**config.mk**
```make
export PLATFORM = sky130hd
export DESIGN_NAME = trigger_sequencer
export DESIGN_NICKNAME = d
export VERILOG_FILES = /design/src/rtl/larpix_ctrl_pkg.sv /design/src/rtl/trigger_sequencer.sv
export SDC_FILE = /design/constraint.sdc
export NUM_CORES = 1
export LEC_CHECK = 0
export BUFFER_PORTS_ARGS = -buffer_cell sky130_fd_sc_hd__buf_2
export CORE_MARGIN = 4
export CORE_UTILIZATION = 36
export DETAILED_ROUTE_END_ITERATION = 16
export MAX_ROUTING_LAYER = met4
export SYNTH_ARGS = -nofsm -noshare
export SYNTH_HDL_FRONTEND = slang
export SYNTH_SLANG_ARGS = --single-unit
```
**constraint.sdc**
```tcl
create_clock -name clk -period 7.4 [get_ports clk]
set_clock_uncertainty 0.2 [all_clocks]
set_input_delay 0.74 -clock clk [delete_from_list [all_inputs] [get_ports clk]]
set_output_delay 0.74 -clock clk [all_outputs]
set_load 0.005 [all_outputs]
```
**src/rtl/larpix_ctrl_pkg.sv**
```systemverilog
// ============================================================================
//  Module      : larpix_ctrl_pkg
//  Description : Shared types and default sizes for the LArPix control blocks.
//  Revision    : 1.0  initial release
// ============================================================================
`default_nettype none

package larpix_ctrl_pkg;

    // Default counter width (clk cycles) for holdoff / width / period timing
    localparam int DEF_CNT_BITS = 24;
    // Default width of the trigger-count configuration and status
    localparam int DEF_NUM_BITS = 8;

    // Trigger sequencer FSM states
    typedef enum logic [2:0] {
        IDLE    = 3'd0,
        HOLDOFF = 3'd1,
        PULSE   = 3'd2,
        GAP     = 3'd3,
        DONE    = 3'd4
    } trig_state_t;

endpackage : larpix_ctrl_pkg

`default_nettype wire

```
**src/rtl/trigger_sequencer.sv**
```systemverilog
// ============================================================================
//  Module      : trigger_sequencer
//  Description : Generates a burst of external_trigger pulses with programmable
//                holdoff, pulse width, period and pulse count. One shared
//                down-counter times the HOLDOFF, PULSE and GAP phases.
//  Revision    : 1.0  initial release
// ============================================================================
`default_nettype none

module trigger_sequencer
    import larpix_ctrl_pkg::*;
#(
    parameter int CNT_BITS = DEF_CNT_BITS,
    parameter int NUM_BITS = DEF_NUM_BITS
) (
    input  logic                clk,
    input  logic                reset,
    input  logic                start,
    input  logic                abort,
    input  logic [CNT_BITS-1:0] cfg_holdoff,
    input  logic [CNT_BITS-1:0] cfg_width,
    input  logic [CNT_BITS-1:0] cfg_period,
    input  logic [NUM_BITS-1:0] cfg_num,
    output logic                external_trigger,
    output logic                busy,
    output logic                done,
    output logic [NUM_BITS-1:0] trig_count
);

    localparam logic [CNT_BITS-1:0] c_cnt_one = CNT_BITS'(1);
    localparam logic [NUM_BITS-1:0] c_num_one = NUM_BITS'(1);

    trig_state_t         state_q, state_d;
    logic [CNT_BITS-1:0] cnt_q, cnt_d;
    logic [NUM_BITS-1:0] count_q, count_d;
    logic [CNT_BITS-1:0] width_q, width_d;
    logic [CNT_BITS-1:0] period_q, period_d;
    logic [NUM_BITS-1:0] num_q, num_d;
    logic                trig_q, busy_q, done_q;

    logic [CNT_BITS-1:0] w_width_in;
    logic [CNT_BITS-1:0] w_width_lat;
    logic [CNT_BITS-1:0] w_gap_lat;
    logic [NUM_BITS-1:0] w_count_inc;

    // A zero width still produces a one-cycle pulse
    function automatic logic [CNT_BITS-1:0] eff_width(input logic [CNT_BITS-1:0] w);
        return (w == '0) ? c_cnt_one : w;
    endfunction

    // Gap never drops below one cycle, and the subtraction is only taken when
    // the period exceeds the width, so it cannot wrap
    function automatic logic [CNT_BITS-1:0] gap_len(input logic [CNT_BITS-1:0] p,
                                                    input logic [CNT_BITS-1:0] w);
        return (p > w) ? (p - w) : c_cnt_one;
    endfunction

    assign w_width_in  = eff_width(cfg_width);
    assign w_width_lat = eff_width(width_q);
    assign w_gap_lat   = gap_len(period_q, w_width_lat);
    assign w_count_inc = (count_q == '1) ? count_q : (count_q + c_num_one);

    // Next-state, counter and configuration-latch logic
    always_comb begin
        state_d  = state_q;
        cnt_d    = cnt_q;
        count_d  = count_q;
        width_d  = width_q;
        period_d = period_q;
        num_d    = num_q;

        if (abort) begin
            // Abort wins over everything except reset; trig_count holds
            state_d = IDLE;
            cnt_d   = '0;
        end else begin
            unique case (state_q)
                IDLE: begin
                    if (start) begin
                        // Holdoff goes straight into the down-counter, so only
                        // width/period/num need a shadow copy
                        width_d  = cfg_width;
                        period_d = cfg_period;
                        num_d    = cfg_num;
                        count_d  = '0;
                        if (cfg_holdoff == '0) begin
                            state_d = PULSE;
                            cnt_d   = w_width_in - c_cnt_one;
                        end else begin
                            state_d = HOLDOFF;
                            cnt_d   = cfg_holdoff - c_cnt_one;
                        end
                    end
                end
                HOLDOFF: begin
                    if (cnt_q == '0) begin
                        state_d = PULSE;
                        cnt_d   = w_width_lat - c_cnt_one;
                    end else begin
                        cnt_d = cnt_q - c_cnt_one;
                    end
                end
                PULSE: begin
                    if (cnt_q == '0) begin
                        count_d = w_count_inc;
                        if ((num_q != '0) && (w_count_inc == num_q)) begin
                            state_d = DONE;
                            cnt_d   = '0;
                        end else begin
                            state_d = GAP;
                            cnt_d   = w_gap_lat - c_cnt_one;
                        end
                    end else begin
                        cnt_d = cnt_q - c_cnt_one;
                    end
                end
                GAP: begin
                    if (cnt_q == '0) begin
                        state_d = PULSE;
                        cnt_d   = w_width_lat - c_cnt_one;
                    end else begin
                        cnt_d = cnt_q - c_cnt_one;
                    end
                end
                DONE: begin
                    state_d = IDLE;
                end
                default: begin
                    state_d = IDLE;
                    cnt_d   = '0;
                end
            endcase
        end
    end

    // State, counters, latched configuration and registered outputs
    always_ff @(posedge clk) begin
        if (reset) begin
            state_q  <= IDLE;
            cnt_q    <= '0;
            count_q  <= '0;
            width_q  <= '0;
            period_q <= '0;
            num_q    <= '0;
            trig_q   <= 1'b0;
            busy_q   <= 1'b0;
            done_q   <= 1'b0;
        end else begin
            state_q  <= state_d;
            cnt_q    <= cnt_d;
            count_q  <= count_d;
            width_q  <= width_d;
            period_q <= period_d;
            num_q    <= num_d;
            // Outputs decoded from the next state so they line up with state_q
            trig_q   <= (state_d == PULSE);
            busy_q   <= (state_d != IDLE);
            done_q   <= (state_d == DONE);
        end
    end

    assign external_trigger = trig_q;
    assign busy             = busy_q;
    assign done             = done_q;
    assign trig_count       = count_q;

endmodule : trigger_sequencer

`default_nettype wire

```
Yosys cells after proc, flatten, opt, wreduce, memory -nomap -nowiden
Index checks and enable logic that the tools add are counted.

Add/subtract/negate cells: 7. Order comparisons: 1. Equality and inequality tests: 10. Mux-type cells: 20. Bitwise operators: 2. Reductions and logical operators: 14.

Operators by type and width (number): 24-bit 2-to-1 mux (8); 24-bit by 1-bit subtractor with 24-bit output (second input constant) (5); 24-bit logical NOT (4); 24-bit case mux with 4 select lines (1); 24-bit > comparator (1); 8-bit 2-to-1 mux (3); 24-bit subtractor (1); 8-bit case mux with 2 select lines (1); 3-bit 2-to-1 mux (5); 3-bit by 2-bit == test with 1-bit output (second input constant) (3); 3-bit case mux with 3 select lines (1); 8-bit by 1-bit adder with 8-bit output (second input constant) (1); 8-bit == test (1); 8-bit == test (second input constant) (1); 8-bit nonzero test (1); 3-bit == test (second input constant) (2); 2-bit inequality test (second input constant) (2); 4-bit AND reduction (1); 2-bit OR reduction (2); 3-bit by 1-bit == test with 1-bit output (second input constant) (1); 3-bit logical NOT (1); 3-bit AND reduction (1); 3-bit nonzero test (1); 2-bit 2-to-1 mux (1); 4 further kinds (5).

Register bits after elaboration: 94.

Depth between registers and ports, before layout
Depth after elaboration: 9. Mapped depth: 27. Gate-level depth less buffers: 22.

Least setup slack after synthesis
No wires, ideal clock.

Path kind: register -> register. Start point: register width_q[15]. End point: register cnt_q[20]. Arrival: 5721 ps. Data required time: 7084 ps. Slack: 1363 ps. Stages on the path, launching flop included: 28. Period minus slack after synthesis: 6037 ps. Cells stage by stage: dfxtp_1 -> clkbuf_1 -> or4_1 -> nor4_1 -> nand4_1 -> nor2b_1 -> a21oi_1 -> inv_1 -> ha_1 -> fa_1 -> nand2b_1 -> a211oi_1 -> o21ai_0 -> nand2_1 -> o21a_1 -> clkbuf_1 -> buf_1 -> nand2b_1 -> ha_1 -> clkbuf_1 -> nand2_1 -> nor4_1 -> a21oi_1 -> nand2b_1 -> clkbuf_1 -> o41ai_1 -> o211ai_1 -> a31o_2.

Word-level cells in the longest chain between the ends: 8. Elaborated cells between the ends (all ways): 11. Those cells by class: add/sub (3); order compare (1); mux (6); reduce/logical (1).

Ends and longest elaborated chain: start: declaration (RTL line trigger_sequencer.sv:36) `logic [CNT_BITS-1:0] width_q, width_d;`; start signal: assignment (RTL line trigger_sequencer.sv:152) `width_q <= width_d;`; 24-bit logical NOT (RTL line trigger_sequencer.sv:48) `return (w == '0) ? c_cnt_one : w;`; 24-bit 2-to-1 mux (*) (RTL line trigger_sequencer.sv:48); 24-bit subtractor / 24-bit > comparator (equally long branches) (RTL line trigger_sequencer.sv:55) `return (p > w) ? (p - w) : c_cnt_one;`; 24-bit 2-to-1 mux (RTL line trigger_sequencer.sv:55); 24-bit by 1-bit subtractor with 24-bit output (RTL line trigger_sequencer.sv:111) `cnt_d = w_gap_lat - c_cnt_one;`; 24-bit 2-to-1 mux (RTL line trigger_sequencer.sv:106) `if ((num_q != '0) && (w_count_inc == num_q)) begin`; 24-bit 2-to-1 mux (RTL line trigger_sequencer.sv:104) `if (cnt_q == '0) begin`; 24-bit case mux with 4 select lines (*) (RTL line trigger_sequencer.sv:77) `unique case (state_q)`; end signal: assignment (RTL line trigger_sequencer.sv:150) `cnt_q <= cnt_d;`; end: declaration (RTL line trigger_sequencer.sv:34) `logic [CNT_BITS-1:0] cnt_q, cnt_d;`.

Every way passes the cells marked *; elsewhere a longest branch is shown, timed or not. A chain may end at the register's enable or synchronous reset.

Final worst setup path
Ends and elaborated chain as after synthesis.

==> out/metrics.cfg <==
[clock_network]
htreeDepth = 3
insertion_delay_ns = 0.37
postCtsSetupBuffers = 0
cts_root_buffer = clkbuf_16
ctsHoldBuffers = 0
clockBufferDepth = 2
cts_buffers = 9
post_cts_resized = 0
cts_sinks = 94
clkTransAtPathRegs_ns = 0.08
cts_tree = yes

[logic_synthesis]
netlist_instances = 1212
ys_seq_area_share_pct = 22.6
synth_flop_cell = dfxtp_1
yosysMostFrequentCell = nand2_1
synth_top_cell_area_share_pct = 22.6
synth_edf_count = 0
ys_ff_latch = 94
syn_avg_cell_area_um2 = 6.87
synthArstFlopShare_pct = 0
ys.warnings.count = 0
synthesis.area_um2 = 8330
synthDistinctLibCells = 81
yosys-top-cells-area = dfxtp_1, a21oi_1, nand2_1
synthTopCellsByCount = nand2_1, a21oi_1, nor2_1, dfxtp_1, o21ai_0
synth_nets = 1327
yosysTopAreaCell = dfxtp_1

[setup_path]
rrSetupSlack_ns = 0.88
crit_chain = or4_1 > nor4_1 > nand4_1 > nor2b_1 > a21oi_1 > inv_1 > ha_1 > fa_1 > nand2b_1 > a211oi_1 > o21ai_0 > nand2_1 > o21a_1 > nand2b_1 > ha_1 > nand2_1 > nor4_1 > a21oi_1 > nand2b_1 > o41ai_1 > o211ai_1 > a31o_2
startpoint_type = register
path_common_cell = nand2b_1
path_class = reg2reg
timing.rr.end = cnt_q[20]$_SDFFE_PP0P_
crit_slowest_cell = or4_1
arrival_ns = 6.57
cp.required_ns = 7.45
r2r-start = width_q[15]$_SDFFE_PP0P_
critPathCaptureType = register
critPathMaxStageDelay_ns = 0.61
crit_fanout = 9
rr_worst_depth = 22

[min_path]
hold_end = period_q[14]$_SDFFE_PP0P_
min_path_cells = 2
hp-start = period_q[14]$_SDFFE_PP0P_
hold_path_class = reg2reg

[outcome]
status = complete, no violations

[global_route]
grt_start_max_net_pins = 68
grt_usage_pct = 22.5
grt_pass1_wl_mm = 45.8
overflow = 0
antenna_found_initial = 0
grt_pass1_vias = 8708

[layout]
num-fill-cells = 2456
drive_gt1_share_pct = 11.1
seq_area_um2 = 1880
multi_input_area_um2 = 6050
area_growth_pct = 11.5
fin_util_pct = 40.9
fin_nets = 1376
final_cells = 1551
diodes = 0

[placed_design]
dp_hpwl_mm = 22.3
place.gp.congestion = 0.928
dp_cells = 1535
port_buffers = 94

[floorplan]
die_w_um = 160
dieArea_um2 = 25600
num_rows = 55
coreArea_um2 = 22700
die_h_um = 160
ios = 95
start_util_pct = 36.7

[routing]
drtIter0Drc = 658
first_pass_iters = 5
totalWireLength_mm = 28.8
postRouteAntennaNets = 0
via_count = 9174
route.detailed.drc = 0
via_per_inst = 5.91
wl_per_cell_um = 18.6

[sta]
report.final.slew_viol_count = 0
max_slew_margin_pct = 27.1
fin_crit_sh_pct = 88.1
setup_viol = 0
tightestPinTransition_ns = 1.09
fin_crit_ns = 6.52
hold_violations = 0
fin_hold_ws_ns = 0.262
setup_tns_ns = 0
rsz0062_at_grt = no
fmax_ghz = 0.153

[power_and_ir_drop]
p_leak_nw = 3.52
ir_worst_vdd_mv = 0.103
power_mw = 1.79
powerDensity_nw_per_um2 = 193

[job]
maxCapViolations = 0

[how the worst max path moves through the flow]
stage                             startpoint                endpoint  slack [ns]  depth (start not counted)
floorplan           width_q[15]$_SDFFE_PP0P_  cnt_q[20]$_SDFFE_PP0P_        1.36                         27
global placement    width_q[15]$_SDFFE_PP0P_  cnt_q[20]$_SDFFE_PP0P_        1.19                         22
detailed placement  width_q[15]$_SDFFE_PP0P_  cnt_q[20]$_SDFFE_PP0P_        1.04                         22
CTS                 width_q[15]$_SDFFE_PP0P_  cnt_q[20]$_SDFFE_PP0P_        0.99                         22
global route        width_q[15]$_SDFFE_PP0P_  cnt_q[20]$_SDFFE_PP0P_        0.19                         22
finish              width_q[15]$_SDFFE_PP0P_  cnt_q[20]$_SDFFE_PP0P_        0.88                         22
[worst max-delay path, delay by kind of cell (launching register included)]
family	cells	cell delay, ns
compound gates	8	1.82
flops	1	0.37
fa+ha+maj	3	0.83
simple gates	10	3.08
buf+inv	1	0.09
[registers in the layout, indices dropped and copies added (netlist names)]
register	flops
period_q	24
trig_count	8
width_q	24
external_trigger	1
num_q	8
done	1
state_q	3
busy	1
cnt_q	24
[kinds of logic after synthesis]
logic type               Yosys count  share of synthesized area (%)
AO/OA/AOI/OAI                    362                           27.2
XOR/XNOR                          75                           7.89
adder cells (fa/ha/maj)           31                           4.75
buffers and inverters            105                           4.88
flip-flops                        94                           22.6
multiplexers                      12                           1.46
AND/OR/NAND/NOR                  533                           31.2
[area by class of cell]
cell class | instances | share of cell area (%)
Multi-Input combinational cell | 1013 | 65.1
Sequential cell | 94 | 20.3
Timing Repair Buffer | 105 | 5.96
Tap cell | 285 | 3.84
Clock buffer | 9 | 2.43
Inverter | 38 | 1.54
Clock inverter | 7 | 0.835
[routing by layer]
layer	GRT usage, %	share of wire (%)
met1	28.8	45
met3	2.84	4.6
met5	-	0
met4	7.51	2.9
met2	36.7	47
[through the flow]
stage          setup slack (ns)  instance area, um2
2_1_floorplan              1.36                8330
3_3_place_gp               1.19                8980
3_5_place_dp               1.04                8980
4_1_cts                   0.987                9290
5_1_grt                   0.193                9290
6_report                  0.884                9290
[placed cells by master, fill, tap and decap left out, drive strengths merged, types with 5 or more instances in the layout]
cell type | netlist | routed
a211o | 7 | 7
or3 | 17 | 17
a21o | 8 | 8
buf | 10 | 105
nor3 | 44 | 44
or2 | 6 | 6
xor2 | 25 | 25
nor2b | 9 | 9
and3 | 6 | 6
a21oi | 151 | 151
clkbuf | 57 | 9
mux2i | 11 | 11
a221o | 6 | 6
o21a | 11 | 11
a31oi | 14 | 14
a211oi | 14 | 14
nand2b | 15 | 15
o21ai | 63 | 63
o211ai | 7 | 7
nand3b | 8 | 8
o22ai | 10 | 10
nand2 | 199 | 199
a22oi | 8 | 8
ha | 30 | 30
a221oi | 7 | 7
and2 | 16 | 16
o311ai | 5 | 5
xnor2 | 50 | 50
nor4 | 26 | 26
inv | 38 | 41
nand3 | 29 | 29
or4 | 16 | 16
a2111oi | 5 | 5
nor4b | 5 | 5
nand4 | 19 | 19
dfxtp | 94 | 94
nor2 | 106 | 106
[power breakdown]
| part | switching, mW | internal (mW) | total [mW] |
|---|---|---|---|
| logic | 0.473 | 0.281 | 0.753 |
| registers | 0.0240 | 0.528 | 0.552 |
| clock network | 0.245 | 0.240 | 0.485 |
| total | 0.742 | 1.05 | 1.79 |
(Power assumes the default switching activity.)
